**src/rtl/spi_target_pkg.sv**
```systemverilog
// Shared definitions for the SPI target port: frame states, instruction field
// layout and the W1:W0 byte-count decode.
package spi_target_pkg;

  typedef enum logic [2:0] {
    ST_IDLE  = 3'd0,
    ST_INSTR = 3'd1,
    ST_WDATA = 3'd2,
    ST_RDATA = 3'd3,
    ST_DONE  = 3'd4
  } state_t;

  localparam int RW_BIT     = 15;
  localparam int W_MSB      = 14;
  localparam int W_LSB      = 13;
  localparam int INSTR_BITS = 16;
  localparam logic [3:0] INSTR_LAST_BIT = 4'(INSTR_BITS - 1);
  localparam logic [3:0] BYTE_LAST_BIT  = 4'd7;

  // Zero means streaming: transfer bytes until chip select rises.
  function automatic logic [1:0] byte_count(input logic [1:0] w);
    logic [1:0] n;
    case (w)
      2'b00:   n = 2'd1;
      2'b01:   n = 2'd2;
      2'b10:   n = 2'd3;
      default: n = 2'd0;
    endcase
    return n;
  endfunction

  function automatic logic is_stream(input logic [1:0] w);
    return (w == 2'b11);
  endfunction

endpackage

```
**src/rtl/spi_target_sync.sv**
```systemverilog
// Multi-flop synchronizer for one asynchronous pad input, with rise/fall
// detection on the synchronized level.
module spi_target_sync #(
  parameter int STAGES = 2
) (
  input  logic sys_clk,
  input  logic reset,
  input  logic din,
  output logic level,
  output logic rise,
  output logic fall
);

  logic [STAGES-1:0] chain_r;
  logic              prev_r;

  // Synchronizer chain plus one delayed copy of its output for edge detection
  always_ff @(posedge sys_clk or posedge reset) begin
    if (reset) begin
      chain_r <= {STAGES{1'b0}};
      prev_r  <= 1'b0;
    end else begin
      chain_r[0] <= din;
      for (int i = 1; i < STAGES; i++) begin
        chain_r[i] <= chain_r[i-1];
      end
      prev_r <= chain_r[STAGES-1];
    end
  end

  assign level = chain_r[STAGES-1];
  assign rise  = chain_r[STAGES-1] & ~prev_r;
  assign fall  = ~chain_r[STAGES-1] & prev_r;

endmodule

```
**src/rtl/spi_target_port.sv**
```systemverilog
// SPI target port: decodes a 16-bit instruction then performs register
// writes/reads over a 3-wire interface, all in the sys_clk domain.
module spi_target_port
  import spi_target_pkg::*;
#(
  parameter int SYNC_STAGES = 2,
  parameter int ADDR_W      = 13
) (
  input  logic              sys_clk,
  input  logic              reset,
  input  logic              sclk,
  input  logic              csb,
  input  logic              sdio_in,
  output logic              sdio_out,
  output logic              sdio_oe,
  output logic [ADDR_W-1:0] reg_addr,
  output logic [7:0]        reg_wdata,
  output logic              reg_wr,
  output logic              reg_rd,
  input  logic [7:0]        reg_rdata,
  output logic              frame_err
);

  localparam logic [ADDR_W-1:0] ADDR_ONE = {{(ADDR_W-1){1'b0}}, 1'b1};

  logic sclk_level_s, sclk_rise_s, sclk_fall_s;
  logic csb_hi_s, csb_rise_s, csb_fall_s;
  logic sdio_s, sdio_rise_s, sdio_fall_s;

  state_t      state_r;
  logic [3:0]  bit_cnt_r;
  logic [15:0] shift_in_r;
  logic [7:0]  shift_out_r;
  logic [1:0]  bytes_done_r;
  logic [1:0]  byte_target_r;
  logic        stream_r;
  logic [1:0]  rd_pipe_r;

  logic [15:0] instr_s;
  logic        last_byte_s;
  logic        exit_err_s;
  logic        unused_s;

  spi_target_sync #(.STAGES(SYNC_STAGES)) u_sync_sclk (
    .sys_clk (sys_clk),
    .reset   (reset),
    .din     (sclk),
    .level   (sclk_level_s),
    .rise    (sclk_rise_s),
    .fall    (sclk_fall_s)
  );

  spi_target_sync #(.STAGES(SYNC_STAGES)) u_sync_csb (
    .sys_clk (sys_clk),
    .reset   (reset),
    .din     (csb),
    .level   (csb_hi_s),
    .rise    (csb_rise_s),
    .fall    (csb_fall_s)
  );

  spi_target_sync #(.STAGES(SYNC_STAGES)) u_sync_sdio (
    .sys_clk (sys_clk),
    .reset   (reset),
    .din     (sdio_in),
    .level   (sdio_s),
    .rise    (sdio_rise_s),
    .fall    (sdio_fall_s)
  );

  assign unused_s = &{1'b0, sclk_level_s, csb_rise_s, sdio_rise_s, sdio_fall_s,
                      shift_in_r[15]};

  assign instr_s     = {shift_in_r[14:0], sdio_s};
  assign last_byte_s = !stream_r && ((bytes_done_r + 2'd1) == byte_target_r);

  // A csb rise is an error unless the frame ended cleanly (count met, or streaming on a byte boundary)
  always_comb begin
    exit_err_s = 1'b0;
    case (state_r)
      ST_INSTR:           exit_err_s = 1'b1;
      ST_WDATA, ST_RDATA: exit_err_s = (bit_cnt_r != 4'd0) || !stream_r;
      default:            exit_err_s = 1'b0;
    endcase
  end

  // Frame sequencer with registered strobes, address counter and read shifter
  always_ff @(posedge sys_clk or posedge reset) begin
    if (reset) begin
      state_r       <= ST_IDLE;
      bit_cnt_r     <= 4'd0;
      shift_in_r    <= 16'd0;
      shift_out_r   <= 8'd0;
      bytes_done_r  <= 2'd0;
      byte_target_r <= 2'd0;
      stream_r      <= 1'b0;
      rd_pipe_r     <= 2'b00;
      reg_addr      <= {ADDR_W{1'b0}};
      reg_wdata     <= 8'd0;
      reg_wr        <= 1'b0;
      reg_rd        <= 1'b0;
      frame_err     <= 1'b0;
      sdio_out      <= 1'b0;
      sdio_oe       <= 1'b0;
    end else begin
      reg_wr    <= 1'b0;
      reg_rd    <= 1'b0;
      frame_err <= 1'b0;
      rd_pipe_r <= {rd_pipe_r[0], reg_rd};

      // Address steps only after the write strobe so reg_addr is stable with it
      if (reg_wr) begin
        reg_addr <= reg_addr + ADDR_ONE;
      end else begin
        reg_addr <= reg_addr;
      end

      if (rd_pipe_r[1]) begin
        shift_out_r <= reg_rdata;
      end else begin
        shift_out_r <= shift_out_r;
      end

      if ((state_r != ST_IDLE) && csb_hi_s) begin
        state_r   <= ST_IDLE;
        frame_err <= exit_err_s;
        sdio_oe   <= 1'b0;
        sdio_out  <= 1'b0;
        bit_cnt_r <= 4'd0;
      end else begin
        case (state_r)
          ST_IDLE: begin
            if (csb_fall_s) begin
              state_r   <= ST_INSTR;
              bit_cnt_r <= 4'd0;
            end else begin
              state_r <= ST_IDLE;
            end
          end

          ST_INSTR: begin
            if (sclk_rise_s) begin
              shift_in_r <= instr_s;
              if (bit_cnt_r == INSTR_LAST_BIT) begin
                bit_cnt_r     <= 4'd0;
                bytes_done_r  <= 2'd0;
                stream_r      <= is_stream(instr_s[W_MSB:W_LSB]);
                byte_target_r <= byte_count(instr_s[W_MSB:W_LSB]);
                reg_addr      <= instr_s[ADDR_W-1:0];
                if (instr_s[RW_BIT]) begin
                  state_r <= ST_RDATA;
                  reg_rd  <= 1'b1;
                end else begin
                  state_r <= ST_WDATA;
                end
              end else begin
                bit_cnt_r <= bit_cnt_r + 4'd1;
              end
            end else begin
              state_r <= ST_INSTR;
            end
          end

          ST_WDATA: begin
            if (sclk_rise_s) begin
              shift_in_r <= instr_s;
              if (bit_cnt_r == BYTE_LAST_BIT) begin
                bit_cnt_r    <= 4'd0;
                bytes_done_r <= bytes_done_r + 2'd1;
                reg_wr       <= 1'b1;
                reg_wdata    <= instr_s[7:0];
                if (last_byte_s) begin
                  state_r <= ST_DONE;
                end else begin
                  state_r <= ST_WDATA;
                end
              end else begin
                bit_cnt_r <= bit_cnt_r + 4'd1;
              end
            end else begin
              state_r <= ST_WDATA;
            end
          end

          ST_RDATA: begin
            if (sclk_rise_s) begin
              if (bit_cnt_r == BYTE_LAST_BIT) begin
                bit_cnt_r    <= 4'd0;
                bytes_done_r <= bytes_done_r + 2'd1;
                if (last_byte_s) begin
                  state_r <= ST_DONE;
                end else begin
                  reg_addr <= reg_addr + ADDR_ONE;
                  reg_rd   <= 1'b1;
                end
              end else begin
                bit_cnt_r <= bit_cnt_r + 4'd1;
              end
            end else if (sclk_fall_s) begin
              sdio_oe     <= 1'b1;
              sdio_out    <= shift_out_r[7];
              shift_out_r <= {shift_out_r[6:0], 1'b0};
            end else begin
              state_r <= ST_RDATA;
            end
          end

          ST_DONE: begin
            // Release the pad on the first falling edge; later clocks are ignored
            if (sclk_fall_s) begin
              sdio_oe  <= 1'b0;
              sdio_out <= 1'b0;
            end else begin
              state_r <= ST_DONE;
            end
          end

          default: begin
            state_r <= ST_IDLE;
          end
        endcase
      end
    end
  end

endmodule

```
**config.mk**
```make
export PLATFORM = sky130hd
export DESIGN_NAME = spi_target_port
export DESIGN_NICKNAME = d
export VERILOG_FILES = /design/src/rtl/spi_target_pkg.sv /design/src/rtl/spi_target_sync.sv /design/src/rtl/spi_target_port.sv
export SDC_FILE = /design/constraint.sdc
export NUM_CORES = 1
export LEC_CHECK = 0
export ABC_AREA = 1
export ABC_CLOCK_PERIOD_IN_PS = 2900
export CAP_MARGIN = 10
export CORE_UTILIZATION = 55
export CTS_BUF_LIST = sky130_fd_sc_hd__clkbuf_4 sky130_fd_sc_hd__clkbuf_8
export CTS_CLUSTER_DIAMETER = 200
export DETAILED_ROUTE_END_ITERATION = 12
export GPL_ROUTABILITY_DRIVEN = 0
export PLACE_DENSITY_LB_ADDON = 0.25
export SKIP_LAST_GASP = 1
export SLEW_MARGIN = 0
export SYNTH_ARGS = -nofsm -noshare
export SYNTH_HDL_FRONTEND = slang
export SYNTH_SLANG_ARGS = --single-unit
export TNS_END_PERCENT = 20
```
**constraint.sdc**
```tcl
create_clock -name sys_clk -period 2.9 [get_ports sys_clk]
set_clock_uncertainty 0.15 [all_clocks]
set_input_delay 0.435 -clock sys_clk [delete_from_list [all_inputs] [get_ports sys_clk]]
set_output_delay 0.435 -clock sys_clk [all_outputs]
set_load 0.01 [all_outputs]
```
==> impl_results.md <==
* Outcome: complete, no violations
* Hold Buf Count CTS at 0
* Min cycle time layout at 2.28 ns
* Worst path buffer plus inverter count at 0
* IO Count at 39
* Root Driver: clkbuf_8
* Max-Cap Viols at 0
* Final setup fails at 0
* Final wirelength at 9.11 mm
* VDD IR max at 501 uV
* Via count at 3683
* Slowest stage cell, crit path: or2_2
* Total grt overflow at 0
* Relative slew slack at 50.6%
* First-pass GRT wire length at 15.5 mm
* Largest net degree at the start of global routing at 47
* Core Region at 0.00737 mm^2
* Diode count at 0
* Synth area leader: dfrtp_1
* Later-pin clock latency in the skew report at 0.35 ns
* Crit-path max FO at 21
* Worst Path Arrival at 2.37 ns
* RSZ-0062 raised after global routing: no
* Syn nets at 583
* Final Hold Vio Count at 0
* P&R area growth vs syn at 14.6%
* Crit-path max cell delay at 0.44 ns
* Post-route setup TNS at 0 ns
* Startpoint Class: flop
* Avg Synthesized Cell Area at 7.55 um^2
* Worst hold path type: flop to flop
* DIE AREA at 0.00809 mm^2
* Synth top area cells: dfrtp_1, nand2_1, nand3_1, inv_1, o21ai_0
* Worst slew pin tran at 0.738 ns
* CP Class: flop to flop
* Crit path max-delay family: simple AND/OR/NAND/NOR gates
* FMAX at 0.439 GHz
* FF+latch count, synth at 71
* Initial DRT Pass Iterations at 5
* Post-route ant nets at 0
* Vias in the first global route at 3289
* Crit-path cells: ha_1 > nand2_1 > nor2_4 > nand2_1 > or2_2 > nand3_1 > nand2_1 > nand2_1 > nand2_1
* Initial Util at 57.7%
* Initial antenna violation count at 0
* Layout fillers at 628
* Cells after synthesis at 563
* DRC viols at 0
* Ys Warns at 0
* # nets final at 615
* Cts repair resizes at 0
* Post-CTS setup buffer count at 0
* CTS Buffer Depth at 2
* Worst endpoint required time at 2.99 ns
* Tcrit/Tclk final at 78.5%
* Row count at 31
* Synth top cells by count: nand2_1, dfrtp_1, inv_1, nand3_1, nor2_1
* Post-Syn Area at 0.00425 mm^2
* Die Span Y at 89.9 um
* FF+latch area at 0.00178 mm^2
* Dpl ws at 0.673 ns
* Final Slew Violations at 0
* Port Buffers at 38
* CTS Sinks at 71
* CTS Buf Count at 9
* CP dominant cell by count: nand2_1
* CTS clk-pin slew, worst paths at 0.07 ns
* Via-per-instance ratio at 5.27
* GRT Util Overall at 23.9%
* Leak at 2.45 nW
* Post-synthesis cell type count at 44
* CP endpoint kind: flop
* Multi-input logic area at 0.00208 mm^2
* Most common cell in the netlist: nand2_1
* DP Wirelength at 6.43 mm
* Initial DRC count at 271
* TritonCTS clock tree: done
* Die W at 89.9 um
* Final WS setup at 0.623 ns
* Register area share after synthesis at 41.8%
* Asr flop ratio synth at 100%
* PwrDens at 640 mW/mm^2
* Post-synth top flop: dfrtp_1
* Routed len/inst at 13.0 um
* H-tree levels at 3
* Synth top area share at 41.8%
* Proportion of layout cells with a drive suffix above 1 at 12.2%
* Number of flops mapped to enable cells by yosys at 0
==> per-stage QoR <==
stage	power [mW]	cells	util, %	hold slack [ns]	cell area (um^2)
global route	3.32	699	66.1	0.209	4870
detailed placement	2.27	683	63.2	0.187	4660
global placement	2.23	683	63.2	0.182	4660
finish	3.12	699	66.1	0.201	4870
CTS	3.13	699	66.1	0.203	4870
floorplan	2.07	563	-	0.181	4250
==> metal layers <==
layer	vias up	GRT usage (%)	share of wire, %
met5	-	0	0
met4	0	7.93	1.5
met3	10	5.08	4.4
met2	99	36.4	44
met1	1701	34.2	50
li1	1873	-	-
==> layout make-up <==
type	count	area share, %
Timing Repair Buffer	41	8.52
Tap cell	99	2.54
Multi-Input combinational cell	406	42.7
Clock buffer	14	3.70
Inverter	66	5.34
Sequential cell	71	36.5
Clock inverter	2	0.770
==> where the power goes <==
| part | leakage [nW] | switching, mW | internal, mW |
|---|---|---|---|
| combinational | 1.42 | 0.641 | 0.305 |
| sequential | 0.926 | 0.150 | 1.17 |
| clock | 0.110 | 0.363 | 0.488 |
| total | 2.45 | 1.15 | 1.96 |
==> flip-flops by register name (all words and copies together) (netlist names) <==
| signal | count |
|---|---|
| shift_in_r | 15 |
| reg_addr | 13 |
| reg_wdata | 8 |
| shift_out_r | 8 |
| bit_cnt_r | 4 |
| state_r | 3 |
| byte_target_r | 2 |
| bytes_done_r | 2 |
| rd_pipe_r | 2 |
| u_sync_csb.chain_r | 2 |
| u_sync_sclk.chain_r | 2 |
| u_sync_sdio.chain_r | 2 |
| frame_err | 1 |
| reg_rd | 1 |
| reg_wr | 1 |
| sdio_oe | 1 |
| sdio_out | 1 |
| stream_r | 1 |
| u_sync_csb.prev_r | 1 |
| u_sync_sclk.prev_r | 1 |
==> cells in the final DEF, fill, tap and decap left out, types with 2 or more instances in the layout <==
master,n
a21oi_1,11
a21oi_2,3
a31oi_1,2
buf_4,2
clkbuf_4,2
clkbuf_8,12
clkdlybuf4s50_1,38
dfrtp_1,71
ha_1,7
inv_1,54
inv_2,7
inv_4,3
nand2_1,191
nand2_2,4
nand2_4,3
nand3_1,44
nand3_2,5
nand3_4,2
nand4_1,15
nor2_1,34
nor2_2,2
nor2_4,9
o211ai_1,2
o21ai_0,30
o21ai_1,17
o21ai_2,9
xnor2_1,2
==> final timing paths <==
| check | slack [ns] | end | cells after the start | from |
|---|---|---|---|---|
| worst max-delay path | 0.62 | reg_addr[8]$_DFF_PP0_ | 9 | bit_cnt_r[0]$_DFFE_PP0P_ |
| worst min-delay path | 0.20 | u_sync_sclk.chain_r[1]$_DFF_PP0_ | 0 | u_sync_sclk.chain_r[0]$_DFF_PP0_ |
| worst max register to register | 0.62 | reg_addr[8]$_DFF_PP0_ | 9 | bit_cnt_r[0]$_DFFE_PP0P_ |
| worst min register to register | 0.20 | u_sync_sclk.chain_r[1]$_DFF_PP0_ | 0 | u_sync_sclk.chain_r[0]$_DFF_PP0_ |
| max in group asynchronous | 1.68 | shift_in_r[10]$_DFFE_PP0P_ | 3 | reset |
| min in group asynchronous | 0.30 | state_r[1]$_DFFE_PP0P_ | 2 | reset |
==> worst register-to-register path, delay by kind of cell, from the launching register on <==
kind,cells,cell delay (ns)
simple gates,8,1.43
flops,1,0.40
fa+ha+maj,1,0.19
==> logic make-up after synthesis <==
kind of cell	share of synthesized area, %
simple gates	34.7
xor+xnor	0.618
buf+inv	9.30
fa+ha+maj	2.06
compound gates	11.5
flops	41.8
(Power assumes the default switching activity.)
